===== src/rtl/score_display_pkg.sv =====
// Shared constants for the score display: segment patterns (active-low {g,f,e,d,c,b,a})
// and active-low one-hot anode enables.
package score_display_pkg;

    localparam logic [6:0] SEG_0     = 7'b1000000;
    localparam logic [6:0] SEG_1     = 7'b1111001;
    localparam logic [6:0] SEG_2     = 7'b0100100;
    localparam logic [6:0] SEG_3     = 7'b0110000;
    localparam logic [6:0] SEG_4     = 7'b0011001;
    localparam logic [6:0] SEG_5     = 7'b0010010;
    localparam logic [6:0] SEG_6     = 7'b0000010;
    localparam logic [6:0] SEG_7     = 7'b1111000;
    localparam logic [6:0] SEG_8     = 7'b0000000;
    localparam logic [6:0] SEG_9     = 7'b0010000;
    localparam logic [6:0] SEG_DASH  = 7'b0111111;
    localparam logic [6:0] SEG_BLANK = 7'b1111111;

    localparam logic [3:0] AN_SLOT0  = 4'b1110;
    localparam logic [3:0] AN_SLOT1  = 4'b1101;
    localparam logic [3:0] AN_SLOT2  = 4'b1011;
    localparam logic [3:0] AN_SLOT3  = 4'b0111;
    localparam logic [3:0] AN_OFF    = 4'b1111;

    function automatic logic [3:0] an_for_slot(input logic [1:0] slot);
        case (slot)
            2'd0:    return AN_SLOT0;
            2'd1:    return AN_SLOT1;
            2'd2:    return AN_SLOT2;
            default: return AN_SLOT3;
        endcase
    endfunction

endpackage


===== src/rtl/score_display_seg_decoder.sv =====
// BCD digit to active-low 7-segment pattern; non-decimal codes show a dash.
module seg_decoder
    import score_display_pkg::*;
(
    input  logic [3:0] bcd,
    output logic [6:0] seg
);

    always_comb begin
        seg = SEG_DASH;
        case (bcd)
            4'd0: seg = SEG_0;
            4'd1: seg = SEG_1;
            4'd2: seg = SEG_2;
            4'd3: seg = SEG_3;
            4'd4: seg = SEG_4;
            4'd5: seg = SEG_5;
            4'd6: seg = SEG_6;
            4'd7: seg = SEG_7;
            4'd8: seg = SEG_8;
            4'd9: seg = SEG_9;
            default: seg = SEG_DASH;
        endcase
    end

endmodule


===== src/rtl/score_display.sv =====
// Four-digit multiplexed score display with per-frame snapshot and score-change flash on dp.
// Optional leading-zero blanking: define SCORE_LEADING_ZERO_BLANK_EN.
module score_display
    import score_display_pkg::*;
#(
    parameter int REFRESH_DIV  = 100000,
    parameter int FLASH_FRAMES = 64
) (
    input  logic       clk,
    input  logic       rst,
    input  logic [3:0] score_dig1,
    input  logic [3:0] score_dig2,
    input  logic [3:0] score_dig3,
    input  logic [3:0] score_dig4,
    output logic [3:0] an,
    output logic [6:0] seg,
    output logic       dp
);

    localparam int PW = (REFRESH_DIV > 1) ? $clog2(REFRESH_DIV) : 1;
    localparam int FW = $clog2(FLASH_FRAMES + 1);

    logic [PW-1:0]   presc;
    logic            tick;
    logic [1:0]      idx;
    logic [1:0]      idx_nxt;
    logic            frame_start;
    logic [3:0][3:0] live;
    logic [3:0][3:0] snap;
    logic            changed;
    logic [FW-1:0]   flash;
    logic [FW-1:0]   flash_nxt;
    logic [3:0]      dec_in;
    logic [6:0]      dec_out;
    logic            blank;

    assign tick        = (presc == PW'(REFRESH_DIV - 1));
    assign idx_nxt     = idx + 2'd1;
    assign frame_start = tick && (idx_nxt == 2'd0);
    assign live        = {score_dig4, score_dig3, score_dig2, score_dig1};
    // The snapshot still holds the previous frame's score at the load edge.
    assign changed     = (live != snap);

    always_comb begin
        flash_nxt = flash;
        if (changed)
            flash_nxt = FW'(FLASH_FRAMES);
        else if (flash != '0)
            flash_nxt = flash - FW'(1);
    end

    // Slot 0 is decoded from the live inputs because it is latched on this same edge.
    assign dec_in = (idx_nxt == 2'd0) ? live[0] : snap[idx_nxt];

    seg_decoder u_dec (
        .bcd (dec_in),
        .seg (dec_out)
    );

`ifdef SCORE_LEADING_ZERO_BLANK_EN
    always_comb begin
        blank = 1'b0;
        case (idx_nxt)
            2'd1:    blank = (snap[3] == 4'd0) && (snap[2] == 4'd0) && (snap[1] == 4'd0);
            2'd2:    blank = (snap[3] == 4'd0) && (snap[2] == 4'd0);
            2'd3:    blank = (snap[3] == 4'd0);
            default: blank = 1'b0;
        endcase
    end
`else
    assign blank = 1'b0;
`endif

    always_ff @(posedge clk) begin
        if (rst) begin
            presc <= '0;
            idx   <= 2'd3;
            snap  <= '0;
            flash <= '0;
            an    <= AN_OFF;
            seg   <= SEG_BLANK;
            dp    <= 1'b1;
        end else begin
            presc <= tick ? '0 : presc + PW'(1);
            if (tick) begin
                idx <= idx_nxt;
                an  <= blank ? AN_OFF : an_for_slot(idx_nxt);
                seg <= blank ? SEG_BLANK : dec_out;
                dp  <= !((idx_nxt == 2'd0) && (flash_nxt != '0));
            end
            if (frame_start) begin
                snap  <= live;
                flash <= flash_nxt;
            end
        end
    end

endmodule


===== config.mk =====
export PLATFORM = sky130hd
export DESIGN_NAME = score_display
export DESIGN_NICKNAME = d
export VERILOG_FILES = /design/src/rtl/score_display_pkg.sv /design/src/rtl/score_display_seg_decoder.sv /design/src/rtl/score_display.sv
export SDC_FILE = /design/constraint.sdc
export NUM_CORES = 1
export LEC_CHECK = 0
export CAP_MARGIN = 20
export CORE_ASPECT_RATIO = 0.5
export CORE_MARGIN = 10
export CORE_UTILIZATION = 55
export DETAILED_ROUTE_END_ITERATION = 7
export PLACE_DENSITY = 0.89
export SLEW_MARGIN = 15
export SYNTH_ARGS = -nofsm -noshare
export SYNTH_HDL_FRONTEND = slang
export SYNTH_SLANG_ARGS = --single-unit

===== constraint.sdc =====
create_clock -name clk -period 5.9 [get_ports clk]
set_input_delay 0.59 -clock clk [delete_from_list [all_inputs] [get_ports clk]]
set_output_delay 0.59 -clock clk [all_outputs]
set_load 0.02 [all_outputs]

**After elaboration in Yosys (flattened, before gate mapping)**

Memory sizes are Yosys's and may differ from the RTL's. A register that Yosys moved wholly into a read port is not among the register bits.
Cells that the tools add are included.
Widths: inputs -> output; s select.

- Register bits after elaboration: 47
- ROM bits: 112
- Output and inout bits: 12
- Memories kept: 1

Memories:

| name | depth | width | read ports | clocked after Yosys merged registers in | wr ports | RTL line | source |
|---|---|---|---|---|---|---|---|
| (name not given) | 16 | 7 | 1 | 1 | 0 | score_display_seg_decoder.sv:11 | `case (bcd)` |

- $add $sub $neg: 3
- Order comparisons: 1
- Eq/ne operators: 4
- Multiplexer cells: 6
- Reduce and logical (&&, ||, !) cells: 7

Operators by type and width:

| operator | number |
|---|---|
| $add 17x1->17 const B | 1 |
| $eq 17x17->1 const B | 1 |
| $ne 16x16->1 | 1 |
| $mux 7 | 2 |
| $reduce_bool 7->1 | 2 |
| $pmux 4 s3 | 1 |
| $bmux 4 s2 | 1 |
| $mux 4 | 2 |
| $sub 7x1->7 const B | 1 |
| $lt 2x3->1 const B | 1 |
| $add 2x1->2 const B | 1 |
| $eq 2x1->1 const B | 1 |
| $eq 2x2->1 const B | 1 |
| $logic_and 1x1->1 | 2 |
| $logic_not 2->1 | 1 |
| $reduce_or 2->1 | 1 |
| $logic_not 1->1 | 1 |

**Depth between registers and ports, before layout**

Gate-level depths: netlist (run 1).

- Depth after elaboration: 6
- Depth in mapped cells: 11
- Depth with buffers taken out: 10

**Hierarchy**

A second synthesis (run 1) with hierarchy kept.

- Cell total of the unflattened synthesis: 336
- Area total of the unflattened synthesis: 2,951.6 um2

Modules (own cells, without submodules):

| module | times used | cells an instance | area each (um2) | sequential area each (um2) |
|---|---|---|---|---|
| score_display | 1 | 305 | 2,711.4 | 1,081.0 |
| seg_decoder | 1 | 31 | 240.2 | 0.0 |

**Worst setup path before layout (run 1)**

Ideal clock, no wire load.

- Kind: flip-flop to flip-flop
- Start point: register idx[0]
- End point: register seg[6]
- Arrival time: 2.382 ns
- Slack: 3.398 ns
- Stages on the path, launching flop included: 11
- Buffers on the path: 1
- Period minus slack after synthesis: 2.502 ns
- Cells stage by stage: dfxtp_1 buf_2 inv_1 ha_1 mux4_2 mux2i_1 inv_1 ha_1 nor2_1 a2111oi_0 a211o_1

- Longest elaborated chain between the ends: 4
- Elaborated cells on any way between the ends: 5

Ends and longest elaborated chain:

| item | RTL line | source |
|---|---|---|
| start, declared | score_display.sv:25 | `logic [1:0] idx;` |
| start signal, assigned | score_display.sv:86 | `idx <= idx_nxt;` |
| $add 2x1->2 * | score_display.sv:38 | `assign idx_nxt = idx + 2'd1;` |
| named net idx_nxt[0] | score_display.sv:26 | `logic [1:0] idx_nxt;` |
| $bmux 4 s2 | score_display.sv:53 | `assign dec_in = (idx_nxt == 2'd0) ? live[0] : snap[idx_nxt];` |
| $mux 4 (implied by the code) | score_display.sv:53 |  |
| $mux 4 * | score_display.sv:53 |  |
| end, declared | score_display.sv:16 | `output logic [6:0] seg,` |

Mark *: on every way through the listed nets, which the timed path passes. The rest lies on a longest branch. The select of a mux whose other input is x is not followed.
A chain may end at the register's enable or synchronous reset.

**Worst setup path in the final report (run 1)**

Same ends and word-level chain as after synthesis.

==> results of run 1 <==
==> cell families (layout without fill, tap and decap cells) <==
family / after synthesis / count (layout) / synth area share [%]
buffers and inverters: 27 / 51 / 4.50
AO/OA/AOI/OAI: 57 / 57 / 12.7
XOR/XNOR: 32 / 32 / 9.69
multiplexers: 11 / 11 / 5.76
adder cells (fa/ha/maj): 13 / 13 / 5.63
flip-flops: 54 / 54 / 37.4
AND/OR/NAND/NOR: 143 / 143 / 24.4
==> cells in the final DEF (no fill, tap or decap), types with 3 or more instances in the layout <==
cell type        instances
a21oi_1                 24
and3_1                   4
and4_1                   3
clkbuf_8                 5
clkdlybuf4s50_1         29
dfxtp_1                 54
ha_1                    13
inv_1                   10
mux2i_1                  4
mux4_2                   4
nand2_1                 58
nand3_1                 12
nand4_1                 11
nor2_1                  30
nor3_1                   9
nor4_1                   3
o211ai_1                 6
o21ai_0                 10
or3_1                    3
xnor2_1                 24
xor2_1                   8
==> metrics by stage <==
| step | util, % | hold slack, ps | setup WS [ps] | std cells |
|---|---|---|---|---|
| final | 65.9 | 476 | 2980 | 431 |
| after global routing | 65.9 | 499 | 2740 | 431 |
| after CTS | 65.9 | 477 | 2980 | 431 |
| after detailed placement | 64.0 | 453 | 3040 | 423 |
| after global placement | 64.0 | 437 | 3210 | 423 |
| after floorplan | - | 426 | 3400 | 337 |
==> final cells by class <==
type,count,area share [%]
clock inverters,3,0.760
flip-flops and latches,54,32.8
clock buffers,5,2.09
multi-input cells,256,51.0
repair buffers,31,9.27
inverters,12,1.37
well taps,70,2.66
==> path summary, 6_finish.rpt <==
path	depth (start not counted)	endpoint
worst min-delay path	1	presc[0]$_SDFF_PP0_
worst max register to register	9	seg[6]$_SDFFE_PP1N_
worst max-delay path	9	seg[6]$_SDFFE_PP1N_
worst min register to register	1	presc[0]$_SDFF_PP0_
==> metal layers <==
layer	vias up	share of wire (%)	global-route usage [%]
met5	-	0	0
met4	0	2.2	6.36
met3	17	5.3	3.44
met2	79	50	27.1
met1	1196	43	18.2
li1	1229	-	-
==> flip-flops by register name, indices dropped and copies added (netlist names) <==
name	cells
an	4
snap	16
dp	1
flash	7
seg	7
presc	17
idx	2
==> power by group <==
group          switching, W  internal (W)  total [W]
clock network      0.000133     0.0000861   0.000219
logic             0.0000227     0.0000206  0.0000432
registers        0.00000182      0.000366   0.000368
total              0.000157      0.000473   0.000630
==> impl_metrics.tcl, run 1 <==
set metrics [dict create \
    status "completed" \
    drt_iter0_markers 275 \
    period_needed_ps 2920 \
    postCtsHoldBufs 0 \
    cp-start-kind "flip-flop" \
    setup_viol 0 \
    final_nets 391 \
    grtUsageTotal_pct 15.5 \
    firstDrtPassIters 4 \
    area_growth_pct 13.9 \
    ir_worst_vdd_uv 110 \
    gp_congestion 0.924 \
    drc 0 \
    path_clk_slew_ps 110 \
    yosysUniqueCellTypes 49 \
    antenna_found_initial 0 \
    syn_nets 368 \
    row_count 18 \
    synth.most_common_cell "nand2_1" \
    grt_pass1_vias 2499 \
    final_area_mm2 0.00329 \
    num_vias 2521 \
    ys_warn_count 0 \
    nFillCells 398 \
    fp.dieH_um 71.3 \
    drv_slew 0 \
    path_buf_inv 2 \
    worstMarginPinSlew_ps 855 \
    grt_remaining_overflow 0 \
    p_per_area_mw_per_mm2 191 \
    final_antenna_net_count 0 \
    clock_sinks 54 \
    synth_cells 337 \
    routedWlPerCell_um 15.5 \
    synth_area_mm2 0.00289 \
    tritoncts "yes" \
    placedInstanceArea_mm2 0.00320 \
    synth_edf_count 0 \
    cp.arrival_ps 3120 \
    htree_levels 2 \
    cts_resized 0 \
    routed_wl_um 6680 \
    synth_async_sr_flop_share_pct 0 \
    path_cells "inv_1 -> ha_1 -> mux4_2 -> mux2i_1 -> inv_1 -> ha_1 -> nor2_1 -> a2111oi_0 -> a211o_1" \
    grt_pass1_wl_um 11400 \
    worstSetupPathType "flip-flop to flip-flop" \
    drive_gt1_share_pct 6.09 \
    cp.required_ps 6110 \
    ff_latch_area_mm2 0.00108 \
    power.total_w 0.000630 \
    rsz0062_at_grt "no" \
    root_buffer "clkbuf_8" \
    fin_crit_sh_pct 49.4 \
    netlist.area_leader.share_pct 37.4 \
    routed_via_density 5.85 \
    multi_input_area_mm2 0.00168 \
    cpPeakStageDelay_ps 640 \
    hpwlAfterDp_um 4840 \
    fp.dieW_um 123 \
    portBuffers 29 \
    crit_start "idx[0]$_SDFFE_PP1N_" \
    grt_max_degree 34 \
    cap_violations 0 \
    ys_seq_elements 54 \
    die_area_mm2 0.00873 \
    cts_buffers 5 \
    leakagePower_nw 1.20 \
    worstHoldStart "presc[0]$_SDFF_PP0_" \
    clk_latency_ps 310 \
    cts_max_path_buffers 2 \
    fmax_mhz 343 \
    cts_setup_buffers 0 \
    seq_area_frac_synth_pct 37.4 \
    hold_class "flip-flop to flip-flop" \
    core-area_mm2 0.00500 \
    synthTopCellsByArea "dfxtp_1 37%, nand2_1 7.5%, xnor2_1 7.3%, ha_1 5.6%, a21oi_1 4.2%" \
    cpLargestDelayFamily "multiplexers" \
    yosysTopAreaCell "dfxtp_1" \
    initial_utilization_pct 57.8 \
    synth_common_cells "58 x nand2_1, 54 x dfxtp_1, 30 x nor2_1" \
    r2r_slack_ps 2980 \
    crit_fanout 9 \
    regToRegStartpoint "idx[0]$_SDFFE_PP1N_" \
    fin_worst_skew_ps 5.81 \
    slowest_stage "dfxtp_1" \
    ys.flop_type "dfxtp_1" \
    relSlewSlack_pct 42.5 \
    avgSynthCellArea_um2 8.58 \
    n_antenna_cell 0 \
    finalSetupTns_ps 0 \
    finalHoldViolations 0 \
    worstSetupEndpointType "flip-flop" \
    design.portCount 30 \
]
Power figures use the tool's default switching activity.
==> inputs of run 2 (changes only) <==
- CORE_UTILIZATION: 55 -> 51
- PLACE_DENSITY: 0.89 -> 0.87
- clock period: 5.9 -> 2.51 ns (I/O delays scaled with it)
==> impl_metrics.tcl, run 2 (synthesis gave the netlist of run 1 again) <==
set metrics [dict create \
    status "completed" \
    ff_latch_area_mm2 0.00108 \
    drt_iter0_markers 219 \
    routedWlPerCell_um 15.1 \
    fin_cells 446 \
    final_antenna_net_count 0 \
    cpLargestDelayFamily "adder cells" \
    drive_gt1_share_pct 9.38 \
    crit_top_cell "inv_1" \
    routed_wl_um 6730 \
    largest_register_ffs 17 \
    finalSetupTns_ps 0 \
    fp.dieW_um 126 \
    dp_cells 438 \
    cts_setup_buffers 0 \
    core-area_mm2 0.00549 \
    num_vias 2517 \
    root_buffer "clkbuf_16" \
    cts_resized 0 \
    hpwlAfterDp_um 4980 \
    n_antenna_cell 0 \
    postCtsHoldBufs 0 \
    finalHoldViolations 0 \
    initial_utilization_pct 52.7 \
    p_per_area_mw_per_mm2 490 \
    cp.required_ps 2700 \
    firstDrtPassIters 4 \
    cts_max_path_buffers 2 \
    cpPeakStageDelay_ps 410 \
    fin_crit_sh_pct 91.3 \
    tritoncts "yes" \
    row_count 19 \
    path_cells "inv_1 -> ha_2 -> mux4_2 -> mux2i_1 -> inv_1 -> ha_1 -> nor2_1 -> a2111oi_0 -> a211o_1" \
    drc 0 \
    gp_congestion 0.902 \
    fp.dieH_um 73.2 \
    fin_worst_skew_ps 6.36 \
    fmax_mhz 436 \
    grtUsageTotal_pct 14.7 \
    crit_fanout 5 \
    timing.hold.ws_ps 466 \
    antenna_found_initial 0 \
    r2r_cells 9 \
    hold_class "flip-flop to flip-flop" \
    clock_sinks 54 \
    design.portCount 30 \
    power.total_w 0.00169 \
    relSlewSlack_pct 56.6 \
    multi_input_area_mm2 0.00168 \
    area_growth_pct 19.3 \
    layout_commonest_cell "nand2_1" \
    nFillCells 448 \
    whs_path_depth 1 \
    cap_violations 0 \
    reg_top3 "presc x17, snap x16" \
    layout_common_cells "58 x nand2_1, 54 x dfxtp_1, 30 x nor2_1, 29 x clkdlybuf4s50_1" \
    cp-start-kind "flip-flop" \
    routed_via_density 5.64 \
    final_nets 403 \
    cp.depth 9 \
    drv_slew 0 \
    leakagePower_nw 1.28 \
    worstSetupEndpointType "flip-flop" \
    largest_register "presc" \
    path_buf_inv 2 \
    worstSetupPathType "flip-flop to flip-flop" \
    die_area_mm2 0.00926 \
    cts_buffers 5 \
    worstMarginPinSlew_ps 645 \
    cp.arrival_ps 2480 \
    portBuffers 29 \
    clk_latency_ps 300 \
    ir_worst_vdd_uv 337 \
    postLayoutCoreUtil_pct 62.8 \
    grt_remaining_overflow 0 \
    grt_pass1_vias 2511 \
    period_needed_ps 2290 \
    path_clk_slew_ps 70 \
    grt_pass1_wl_um 11400 \
    grt_max_degree 33 \
    slowest_stage "ha_2" \
    setup_viol 0 \
    htree_levels 2 \
    rsz0062_at_grt "no" \
]
-- run 2: cell types whose count changed in the layout (fill, tap and decap cells not counted) --
cell / previous run / this run
buf_4: 2 / 14
ha_1: 13 / 12
clkbuf_8: 5 / 1
ha_2: 0 / 1
clkinv_4: 1 / 0
clkbuf_16: 0 / 5
-- run 2: worst reg2reg max path: cells and delay by family, from the launching register on --
family	cells	cell delay, ps
adders and majority gates	2	640
and+or+nand+nor	1	110
buffers and inverters	2	210
muxes	2	480
AOI/OAI and AO/OA	2	350
DFF	1	390
-- run 2: power breakdown --
| group | leakage [nW] | total [W] | internal (W) | switching [W] |
|---|---|---|---|---|
| Combinational | 0.768 | 0.000106 | 0.0000523 | 0.0000532 |
| Clock | 0.0735 | 0.000720 | 0.000401 | 0.000319 |
| Sequential | 0.436 | 0.000864 | 0.000860 | 0.00000398 |
-- run 2: worst paths after layout --
| path | from | slack (ps) | end |
|---|---|---|---|
| worst max-delay path | idx[1]$_SDFFE_PP1N_ | 220 | seg[6]$_SDFFE_PP1N_ |
| worst min-delay path | presc[0]$_SDFF_PP0_ | 470 | presc[0]$_SDFF_PP0_ |
| worst max register to register | idx[1]$_SDFFE_PP1N_ | 220 | seg[6]$_SDFFE_PP1N_ |
| worst min register to register | presc[0]$_SDFF_PP0_ | 470 | presc[0]$_SDFF_PP0_ |
-- run 2: metrics by stage --
stage               setup WS (ps)  area, um2
global placement              317       3290
CTS                           183       3450
floorplan                    8.27       2890
detailed placement            213       3290
finish                        217       3450
global route                 24.1       3450
-- run 2: cell type report --
cell class,count,share of cell area [%]
multi-input combinational,256,48.8
sequential,54,31.3
timing repair buffer,43,11.5
clock buffer,6,4.02
tap,73,2.65
inverter,12,1.31
clock inverter,2,0.471
-- run 2: metal layers --
layer	vias up	share of wire, %	wire length (um)	track usage, %
li1	1250	-	-	-
met1	1181	43	2860	16.2
met2	69	51	3430	27.2
met3	17	4.0	272	2.68
met4	0	2.5	169	7.03
met5	-	0	0	0
==> inputs of run 3 (changes only) <==
- SYNTH_HIERARCHICAL: unset -> 1
==> impl_metrics.tcl, run 3 <==
set metrics [dict create \
    status "completed" \
    relSlewSlack_pct 64.1 \
    crit_fanout 7 \
    postLayoutCoreUtil_pct 62.7 \
    ys_warn_count 6 \
    yosysUniqueCellTypes 55 \
    pre_cts_slack_ps 139 \
    drt_iter0_markers 132 \
    routedWlPerCell_um 14.9 \
    largest_register "presc" \
    design.portCount 30 \
    root_buffer "clkbuf_16" \
    cp.required_ps 2690 \
    grt_pass1_wl_um 11100 \
    final_antenna_net_count 0 \
    drc 0 \
    initial_utilization_pct 53.3 \
    num_vias 2405 \
    drive_gt1_share_pct 9.39 \
    ir_worst_vdd_uv 291 \
    portBuffers 29 \
    n_antenna_cell 0 \
    cts_max_path_buffers 2 \
    fp.dieH_um 73.8 \
    cts_buffers 5 \
    yosysTopAreaCell "dfxtp_1" \
    syn_nets 367 \
    worstSetupPathType "flip-flop to flip-flop" \
    final_nets 393 \
    switching_share_pct 20.4 \
    dp_cells 428 \
    synthTopCellsByArea "dfxtp_1 37%, nand2_1 6.9%, xnor2_1 6.8%, ha_1 5.5%, a21oi_1 3.7%" \
    firstDrtPassIters 4 \
    synth_common_cells "54 x dfxtp_1, 54 x nand2_1, 26 x nor2_1" \
    grtUsageTotal_pct 14.0 \
    pwr-share-comb_pct 6.4 \
    tritoncts "yes" \
    synth_async_sr_flop_share_pct 0 \
    nFillCells 462 \
    rsz0062_at_grt "no" \
    postCtsHoldBufs 0 \
    multi_input_area_mm2 0.00173 \
    antenna_found_initial 0 \
    clock_sinks 54 \
    worstMarginPinSlew_ps 537 \
    finalHoldViolations 0 \
    fin_cells 435 \
    netlist.area_leader.share_pct 36.6 \
    fin_worst_skew_ps 6.99 \
    seq_power_share_pct 48.8 \
    gp_congestion 0.859 \
    die_area_mm2 0.00942 \
    period_needed_ps 2370 \
    ys.flop_type "dfxtp_1" \
    cts_setup_buffers 0 \
    cp-start-kind "flip-flop" \
    drv_slew 0 \
    grt_remaining_overflow 0 \
    layout_common_cells "54 x nand2_1, 53 x dfxtp_1, 29 x clkdlybuf4s50_1, 26 x nor2_1, 23 x xnor2_1" \
    area_growth_pct 17.6 \
    reg_top3 "presc x17, snap x16" \
    power.total_w 0.00177 \
    p_per_area_mw_per_mm2 510 \
    largest_register_ffs 17 \
    synth_cells 336 \
    setup_viol 0 \
    clk_latency_ps 290 \
    cp.arrival_ps 2550 \
    clkPwrFrac_pct 44.8 \
    cap_violations 0 \
    htree_levels 2 \
    routed_via_density 5.53 \
    hold_class "flip-flop to flip-flop" \
    p_int_w 0.00141 \
    fp.dieW_um 128 \
    avgSynthCellArea_um2 8.78 \
    finalSetupTns_ps 0 \
    ys_seq_elements 54 \
    row_count 19 \
    routed_wl_um 6460 \
    seq_area_frac_synth_pct 36.6 \
    ff_latch_area_mm2 0.00108 \
    hpwlAfterDp_um 4710 \
    leakagePower_nw 1.39 \
    layout_commonest_cell "nand2_1" \
    synth_edf_count 0 \
    cts_resized 0 \
    fin_crit_sh_pct 94.3 \
    fin_ws_ps 143 \
    worstSetupEndpointType "flip-flop" \
    grt_max_degree 27 \
    grt_pass1_vias 2446 \
    core-area_mm2 0.00554 \
    path_clk_slew_ps 70 \
    fmax_mhz 423 \
    synth_area_mm2 0.00295 \
    netSwitchingPower_w 0.000361 \
]
run 3: power groups by stage:
stage / logic, W / clock network [W] / registers (W)
2_1_floorplan: 0.0000673 / 0 / 0.000882
3_3_place_gp: 0.000107 / 0 / 0.000883
3_5_place_dp: 0.000110 / 0 / 0.000883
4_1_cts: 0.000112 / 0.000802 / 0.000864
5_1_grt: 0.000124 / 0.000829 / 0.000864
6_report: 0.000113 / 0.000793 / 0.000864
run 3: stage by stage:
| stage | hold slack, ps | instance area [um2] |
|---|---|---|
| 6_report | 448 | 3470 |
| 5_1_grt | 487 | 3470 |
| 4_1_cts | 453 | 3470 |
| 3_5_place_dp | 446 | 3300 |
| 3_3_place_gp | 425 | 3300 |
| 2_1_floorplan | 387 | 2950 |
run 3: critical path, stage by stage, from the launching register on:
cell	delay (ps)
dfxtp_2	360
inv_1	70
ha_2	400
mux4_2	300
mux2_2	350
ha_1	210
o21ai_0	220
o31ai_1	140
mux2i_1	140
nand2_1	60
run 3: kinds of logic after synthesis:
group                    synth area share [%]
AND/OR/NAND/NOR                          24.4
flip-flops                               36.6
AO/OA/AOI/OAI                            11.7
XOR/XNOR                                 9.50
buffers and inverters                    4.70
multiplexers                             7.63
adder cells (fa/ha/maj)                  5.51
run 3: final timing paths:
check	end	cells past startpoint	startpoint	slack, ps
max	seg[5]$_SDFFE_PP1N_	9	idx[1]$_SDFFE_PP1N_	140
min	presc[0]$_SDFF_PP0_	1	presc[0]$_SDFF_PP0_	450
max reg2reg	seg[5]$_SDFFE_PP1N_	9	idx[1]$_SDFFE_PP1N_	140
min reg2reg	presc[0]$_SDFF_PP0_	1	presc[0]$_SDFF_PP0_	450
run 3: metal layers:
metal,routed length [um],share of wire (%),global-route usage (%),vias to the layer above
met5,0,0,0,-
met4,163,2.5,6.20,0
met3,190,2.9,2.44,16
met2,3190,49,25.7,47
met1,2920,45,15.9,1120
li1,-,-,-,1222
run 3: cell type report:
class / count / share of cell area [%]
clock buffer: 6 / 4.00
tap: 73 / 2.63
timing repair buffer: 37 / 10.1
inverter: 12 / 1.30
sequential: 54 / 31.2
clock inverter: 1 / 0.865
multi-input combinational: 252 / 49.9
